<file path="src/rtl/div_unit_pkg.sv">
// div_unit_pkg: shared RV64 M-extension divider constants and types
package div_unit_pkg;
   localparam int XLEN_RV64 = 64;
   localparam int ITER_D = 64;
   localparam int ITER_W = 32;
   localparam logic [2:0] F3_DIV = 3'b100;
   localparam logic [2:0] F3_DIVU = 3'b101;
   localparam logic [2:0] F3_REM = 3'b110;
   localparam logic [2:0] F3_REMU = 3'b111;
   typedef enum logic [1:0] {IDLE, CALC, DONE} state_t;
endpackage

</file>
<file path="src/rtl/div_unit.sv">
// div_unit: iterative radix-2 restoring divider for DIV/DIVU/REM/REMU and W variants
module div_unit
   import div_unit_pkg::*;
#(
   parameter int XLEN = XLEN_RV64
) (
   input  logic            i_clk,
   input  logic            i_arst,
   input  logic            i_start,
   input  logic            i_flush,
   input  logic [2:0]      i_func3,
   input  logic            i_word,
   input  logic [XLEN-1:0] i_src_a,
   input  logic [XLEN-1:0] i_src_b,
   output logic            o_busy,
   output logic            o_done,
   output logic [XLEN-1:0] o_result
);
   state_t state, state_nx;
   logic [XLEN-1:0] rem, quo, dvs, a_ext, b_ext, a_mag, b_mag, spc_res;
   logic [XLEN-1:0] rem_lo, trial, rem_nx, quo_nx, q_fin, r_fin, fin_res;
   logic [5:0] cnt;
   logic neg_q, neg_r, word, sel_rem, sgn, div0, ovf, special, accept, last, ge;
   logic unused_f3;

   assign unused_f3 = i_func3[2];

   function automatic logic [XLEN-1:0] wsext(input logic [XLEN-1:0] v, input logic w);
      return w ? {{(XLEN-32){v[31]}}, v[31:0]} : v;
   endfunction

   // operand extension, magnitudes and special-case detection at the start edge
   always_comb begin
      sgn = ~i_func3[0];
      a_ext = i_word ? {{(XLEN-32){sgn & i_src_a[31]}}, i_src_a[31:0]} : i_src_a;
      b_ext = i_word ? {{(XLEN-32){sgn & i_src_b[31]}}, i_src_b[31:0]} : i_src_b;
      a_mag = (sgn & a_ext[XLEN-1]) ? -a_ext : a_ext;
      b_mag = (sgn & b_ext[XLEN-1]) ? -b_ext : b_ext;
      div0 = b_ext == '0;
      ovf = sgn & (&b_ext) & (a_ext == (i_word ? {{(XLEN-31){1'b1}}, 31'b0} : {1'b1, {(XLEN-1){1'b0}}}));
      special = div0 | ovf;
      spc_res = wsext(i_func3[1] ? (div0 ? a_ext : '0) : (div0 ? '1 : a_ext), i_word);
      accept = i_start & ~i_flush & (state == IDLE);
   end

   // one restoring step; a carried-out MSB means the shifted remainder already exceeds the divisor
   always_comb begin
      rem_lo = {rem[XLEN-2:0], quo[XLEN-1]};
      trial = rem_lo - dvs;
      ge = rem[XLEN-1] | (rem_lo >= dvs);
      rem_nx = ge ? trial : rem_lo;
      quo_nx = {quo[XLEN-2:0], ge};
      q_fin = neg_q ? -quo_nx : quo_nx;
      r_fin = neg_r ? -rem_nx : rem_nx;
      fin_res = wsext(sel_rem ? r_fin : q_fin, word);
      last = cnt == (word ? 6'(ITER_W-1) : 6'(ITER_D-1));
   end

   // state register
   always_ff @(posedge i_clk or posedge i_arst) begin
      if (i_arst) state <= IDLE;
      else state <= state_nx;
   end

   // next-state logic; flush always wins
   always_comb begin
      state_nx = i_flush ? IDLE :
                 (state == IDLE) ? (i_start ? (special ? DONE : CALC) : IDLE) :
                 (state == CALC) ? (last ? DONE : CALC) : IDLE;
   end

   // handshake outputs
   always_comb begin
      o_busy = state != IDLE;
      o_done = state == DONE;
   end

   // operand capture, iteration and result registration
   always_ff @(posedge i_clk or posedge i_arst) begin
      if (i_arst) begin
         rem <= '0;
         quo <= '0;
         dvs <= '0;
         cnt <= '0;
         neg_q <= 1'b0;
         neg_r <= 1'b0;
         word <= 1'b0;
         sel_rem <= 1'b0;
         o_result <= '0;
      end else if (accept) begin
         rem <= '0;
         quo <= i_word ? a_mag << 32 : a_mag;
         dvs <= b_mag;
         cnt <= '0;
         neg_q <= sgn & (a_ext[XLEN-1] ^ b_ext[XLEN-1]);
         neg_r <= sgn & a_ext[XLEN-1];
         word <= i_word;
         sel_rem <= i_func3[1];
         if (special) o_result <= spc_res;
      end else if (state == CALC && !i_flush) begin
         rem <= rem_nx;
         quo <= quo_nx;
         cnt <= cnt + 6'd1;
         if (last) o_result <= fin_res;
      end
   end
endmodule

</file>
<file path="config.mk">
export PLATFORM = sky130hd
export DESIGN_NAME = div_unit
export DESIGN_NICKNAME = d
export VERILOG_FILES = /design/src/rtl/div_unit_pkg.sv /design/src/rtl/div_unit.sv
export SDC_FILE = /design/constraint.sdc
export NUM_CORES = 1
export LEC_CHECK = 0
export CORE_MARGIN = 2
export CORE_UTILIZATION = 45
export DETAILED_ROUTE_END_ITERATION = 12
export GPL_TIMING_DRIVEN = 0
export PLACE_DENSITY = 0.72
export SLEW_MARGIN = 20
export SYNTH_ARGS = -nofsm -noshare
export SYNTH_HDL_FRONTEND = slang
export SYNTH_SLANG_ARGS = --single-unit
</file>
<file path="constraint.sdc">
create_clock -name i_clk -period 11.3 [get_ports i_clk]
set_input_delay 2.26 -clock i_clk [delete_from_list [all_inputs] [get_ports i_clk]]
set_output_delay 2.26 -clock i_clk [all_outputs]
set_load 0.01 [all_outputs]
</file>
; ---- Word level (Yosys, flattened, before mapping)
; Index checks and enable logic that the tools add are counted.
[word_totals]
memories = 0
inputBits = 136
rom_bits = 0
output_inout_bits = 66
elab_cells = 77
latch_bits = 0
ff_bits = 268
mem_bits_rw = 0
[op_classes]
shifts = 0
n_div = 0
bitwise_logic = 14
n_eq_ne = 5
mux = 32
reduce_logical = 9
magnitude_cmp = 1
multipliers = 0
n_addsub = 6
[op_table]
columns = op, count
row1 = $mux W64, 22
row2 = $neg A64 Y64, 4
row3 = $eq A64 B64 Y1, 1
row4 = $ge A64 B64 Y1, 1
row5 = $logic_not A64 Y1, 1
row6 = $reduce_and A64 Y1, 1
row7 = $sub A64 B64 Y64, 1
row8 = $mux W63, 1
row9 = $mux W6, 3
row10 = $mux W2, 6
row11 = $and A1 B1 Y1, 9
row12 = $add A6 B1 Y6 const B, 1
row13 = $eq A6 B6 Y1, 1
row14 = $reduce_bool A2 Y1, 3
row15 = $reduce_and A3 Y1, 1
row16 = $eq A2 B1 Y1 const B, 1
row17 = $eq A2 B2 Y1 const B, 1
row18 = $logic_not A2 Y1, 1
row19 = $ne A2 B2 Y1 const B, 1
row20 = $not A1 Y1, 2
row21 = $or A1 B1 Y1, 2
row22 = $logic_and A1 B1 Y1, 1
row23 = $logic_not A1 Y1, 1
row24 = $xor A1 B1 Y1, 1

; ---- Logic depth before layout (Yosys ltp)
; Gate-level depths: netlist of run 1.
[depth]
ltp_word = 11
ltp_mapped = 29
depth_no_buf = 23

; ---- Worst setup path before layout of run 1
; No wires, ideal clock.
[synth_timing]
path_kind = register -> register
startpoint = register quo[63]
endpoint = register o_result[36]
t_required_ns = 11.163
slack_ns = 4.672
n_path_buf = 6
stages_incl_launch_ff = 28
setup_ns = 0.137
arrival_ns = 6.491
path_cell_list = dfrtp_1 > inv_1 > ha_1 > fa_1 > nor2b_1 > o211a_2 > o311ai_4 > o211ai_4 > o221ai_2 > nand2_2 > buf_4 > buf_2 > buf_1 > buf_2 > buf_1 > buf_1 > a21oi_1 > inv_1 > ha_1 > nand2_1 > or4b_1 > o31a_1 > o21bai_1 > or4_1 > o41a_1 > xor2_1 > a22oi_1 > a21oi_1
[synth_between]
elab_chain_cells = 10
word_cells_on_any_way = 13
cone_classes = add/sub (3) / order compare (1) / mux (8) / bitwise (1)
[synth_lines]
columns = item, line
row1 = start: declaration, div_unit.sv:20  ; logic [XLEN-1:0] rem, quo, dvs, a_ext, b_ext, a_mag, b_mag, spc_res;
row2 = start signal: assignment, div_unit.sv:92  ; quo <= i_word ? a_mag << 32 : a_mag;
row3 = start signal: assignment, div_unit.sv:102  ; quo <= quo_nx;
row4 = $ge A64 B64 Y1, div_unit.sv:50  ; ge = rem[XLEN-1] | (rem_lo >= dvs);
row5 = $or A1 B1 Y1, div_unit.sv:50
row6 = $mux W64, div_unit.sv:51  ; rem_nx = ge ? trial : rem_lo;
row7 = $neg A64 Y64, div_unit.sv:54  ; r_fin = neg_r ? -rem_nx : rem_nx;
row8 = $mux W64, div_unit.sv:54
row9 = $mux W64 (*), div_unit.sv:55  ; fin_res = wsext(sel_rem ? r_fin : q_fin, word);
row10 = $mux W64 (*), div_unit.sv:29  ; return w ? {{(XLEN-32){v[31]}}, v[31:0]} : v;
row11 = $mux W64 (*), div_unit.sv:104  ; if (last) o_result <= fin_res;
row12 = $mux W64 (*), div_unit.sv:100  ; end else if (state == CALC && !i_flush) begin
row13 = $mux W64 (*), div_unit.sv:90  ; end else if (accept) begin
row14 = end signal: assignment, div_unit.sv:99  ; if (special) o_result <= spc_res;
row15 = end signal: assignment, div_unit.sv:104
row16 = end: declaration, div_unit.sv:17  ; output logic [XLEN-1:0] o_result
; Every way passes the cells marked *; elsewhere a longest branch is shown, timed or not. The select of a mux whose other input is x is not followed.
; A chain may end at the register's enable or synchronous reset.

; ---- Worst setup path after layout of run 1
; Ends and elaborated chain as after synthesis.

==> results of run 1 <==
## cell usage after synthesis (all sizes together), types with 22 or more instances
cell / number / area, um^2
o41ai: 23 / 224
maj3: 30 / 300
buf: 58 / 258
a22oi: 26 / 195
mux2i: 59 / 591
a21o: 33 / 248
xnor2: 168 / 1470
nor4: 38 / 244
a21oi: 334 / 1690
o21ai: 341 / 1710
a211oi: 47 / 353
nor2: 326 / 1220
or3: 46 / 293
nor3: 87 / 435
nand4: 52 / 325
o22ai: 28 / 175
xor2: 94 / 823
a31oi: 65 / 434
inv: 130 / 488
or4: 22 / 165
nand2: 384 / 1440
clkbuf: 158 / 597
o211ai: 55 / 427
ha: 70 / 876
o21a: 25 / 188
dfrtp: 268 / 6710
nand3: 58 / 303
o31ai: 48 / 360
## through the flow
step	worst slack, ps	utilization [%]	cells
after floorplan	1660	-	3366
after global placement	-2260	50.7	4311
after detailed placement	2180	50.9	4314
after CTS	2130	52.9	4371
after global routing	1530	52.9	4371
final	1680	52.9	4374
## per-layer routing
layer | up-vias | share of wire, %
li1 | 12800 | -
met4 | 12 | 6.0
met1 | 13800 | 39
met2 | 2263 | 42
met3 | 477 | 14
met5 | - | 0.078
## logic make-up (layout without fill, tap and decap cells)
kind of cell	after synthesis	after routing
xor gates and xnor gates	262	262
other	0	3
DFF	268	268
and+or+nand+nor	1143	1143
adders and majority gates	101	101
muxes	74	74
buffers and inverters	348	605
AOI/OAI and AO/OA	1170	1170
## final cells by class
cell class              instances  share of cell area, %
inverters                     132                   1.72
clock buffers                  35                   2.78
plain buffers                 216                   2.93
well taps                     748                   3.21
repair buffers                200                   6.97
multi-input cells            2750                   58.3
clock inverters                22                   1.04
flip-flops and latches        268                   23.0
diodes                          3                 0.0257
## worst max path at each step
| stage | startpoint | end | slack (ps) | cells past startpoint |
|---|---|---|---|---|
| floorplan | i_arst | cnt[0] | 1660 | 1 |
| detailed placement | quo[63] | o_result[36] | 2180 | 27 |
| global placement | i_arst | o_result[11] | -2260 | 2 |
| global route | quo[63] | o_result[36] | 1530 | 27 |
| finish | quo[63] | o_result[36] | 1680 | 27 |
| CTS | quo[63] | o_result[36] | 2130 | 27 |
## worst reg2reg max path, delay by kind of cell (launching register included)
family,cells,cell delay [ps]
buf+inv,8,3330
compound gates,10,2590
simple gates,5,1640
fa+ha+maj,3,940
flops,1,700
xor+xnor,1,350
## power by group through the flow
| stage | clock network [uW] | registers (uW) | logic (uW) |
|---|---|---|---|
| floorplan | 0 | 1430 | 1340 |
| global placement | 0 | 1480 | 2220 |
| detailed placement | 0 | 1480 | 2230 |
| CTS | 1130 | 1470 | 2250 |
| global route | 1160 | 1500 | 2470 |
| finish | 1140 | 1490 | 2330 |
## sequential cells by signal, summed over array words and instances (netlist names)
signal and flops:
cnt 6, neg_r 1, dvs 64, quo 64
sel_rem 1, rem 64, neg_q 1, word 1
state 2, o_result 64
==> summary.md, run 1 <==
| Metric | Value |
|---|---|
| Status | finished, final reports clean |
| Met3 usage | 11.8% |
| Worst-path clk slew | 60 ps |
| Drt first pass iters | 12 |
| Max-slew violations | 0 |
| Placer Congestion | 1.06 |
| Yosys synthesis warning count | 0 |
| Routed Antenna Nets | 0 |
| RSZ-0062 raised after global routing | false |
| Final WL | 115000 um |
| Crit-path leading delay family | buffers and inverters |
| Sw frac | about 45% |
| Crit path required time | 11850 ps |
| Peak Freq | 0.104 GHz |
| H-tree Lvls | 1 |
| Post-Synth Adder-Cell Area | 4.77% |
| Initial core utilization | between 40% and 50% |
| Mean post-synth cell area | 7.44 um^2 |
| Fin crit share | 85.2% |
| Port-buffer cells | around 200 |
| I/O pins | just over 200 |
| Post-DR vias/cell | ~6.7 |
| Combined area of the multi-input logic cells | 0.0170 mm^2 |
| Top Usage Layer GRT | met2 |
| Commonest non-fill, non-tap cell in the layout | nand2_1 |
| Setup TNS | 0 ps |
| Most frequent cells in the layout | nand2_1, o21ai_0, a21oi_1 |
| Clock Skews | ~26 ps |
| Hold wc startpoint | dvs[6] |
| Maxcap violations | 0 |
| Simple-gate share of the synthesized area | 21.5% |
| Netlist cell types | 97 |
| CP max stage cell | buf_1 |
| Synth async-reset ratio | between 90% and 100% |
| Final-stage net count | 3806 |
| First-pass GRT wire length | 168000 um |
| Die X | 240 um |
| CTS Buffer Depth | 3 |
| Buf/Inv on CP | 8 |
| Die span in y | 240 um |
| Area Growth Syn to Fin | 16.4% |
| CTS root buffer | clkbuf_16 |
| Element type at the critical path end | flip-flop |
| Top FF cell, synth | dfrtp_1 |
| Largest net degree at the start of global routing | 100 |
| Post-Syn Instances | 3366 |
| Later-pin clock latency in the skew report | 630 ps |
| Pwr Total | 4960 uW |
| CP startpoint kind | flip-flop |
| Worst rel slew slack | 19.2% |
| R2R depth | 27 |
| FP Rows | 86 |
| CP arrival | 10170 ps |
| Final setup vio count | 0 |
| Sequential share of power | between 30% and 40% |
| Gr usage total | 38.8% |
| Worst VDD drop | 0.000168 V |
| Seq. cell area | 0.00671 mm^2 |
| Synth Area in Compound Gates | 29.3% |
| Clock sinks | 268 |
| Least-Margin Pin Slew | 1210 ps |
| Filler cells | approximately 5500 |
| Initial antenna violation count | 6 |
| Via Count | 29300 |
| R2r setup slk | about 1700 ps |
| Post-Synth XOR/XNOR Area | 9.16% |
| P_sw | 2220 uW |
| Critical Path Fanout Max | 10 |
| WHS Path Cells | 2 |
| Internal power | 2730 uW |
| Main combinational cell family by area after synthesis | compound AO/OA/AOI/OAI gates |
| Number of synthesized flops with an enable pin | 0 |
| Finished Cell Area | 0.0292 mm^2 |
| Post-Syn Area | 0.0251 mm^2 |
| Met2 Use GR | 57.2% |
| Postcts setup bufs | 0 |
| GRT overflow | 0 |
| Num CTS Buffers | 31 |
| Post-synthesis net count | between 3000 and 4000 |
| Most common cell on crit path | buf_1 |
| Hold_buf cts | 0 |
| Mux contribution to synthesized area | slightly above 3% |
| Layout cells sized above 1 | 4.22% |
| Flops & latches, synth | 268 |
| RR Startpoint | quo[63] |
| TritonCTS clock tree | yes |
| DRC | 0 |
| Core area | around 0.055 mm^2 |
| Post-DP Area | 0.0280 mm^2 |
| Hold Crit Endpoint | dvs[6] |
| Post-layout min period | slightly below 10000 ps |
| Iter 0 DRT Violations | 4510 |
| DP HPWL | slightly above 90000 um |
| M1 GR Usage | 51.1% |
| Vias in the first global route | 26600 |
| Final hold viol count | 0 |
| Comb pwr share | 47.1% |
| Post_cts resized | 0 |
| Type of the most critical hold path | reg2reg |
| Clock network fraction of total power | 22.9% |
| Register area share after synthesis | 26.8% |
| Wire length per cell | 26.3 um |
| Slowest stage delay, CP | roughly 780 ps |
| Leak | approximately 0.012 uW |
| R2r endpoint | o_result[36] |
| Kind of critical path | reg2reg |
| Die area | 0.0576 mm^2 |
| Hold slack final | between 400 and 500 ps |
| Pwr per Cell Area | 170 mW/mm^2 |
No activity file was read; power rests on OpenSTA's default activity.
==> run 2, diff against run 1 <==
SKIP_CTS_REPAIR_TIMING = 1   (was not set)
==> results of run 2 <==
No change in the layout: final DEF, timing and power equal those of run 1.
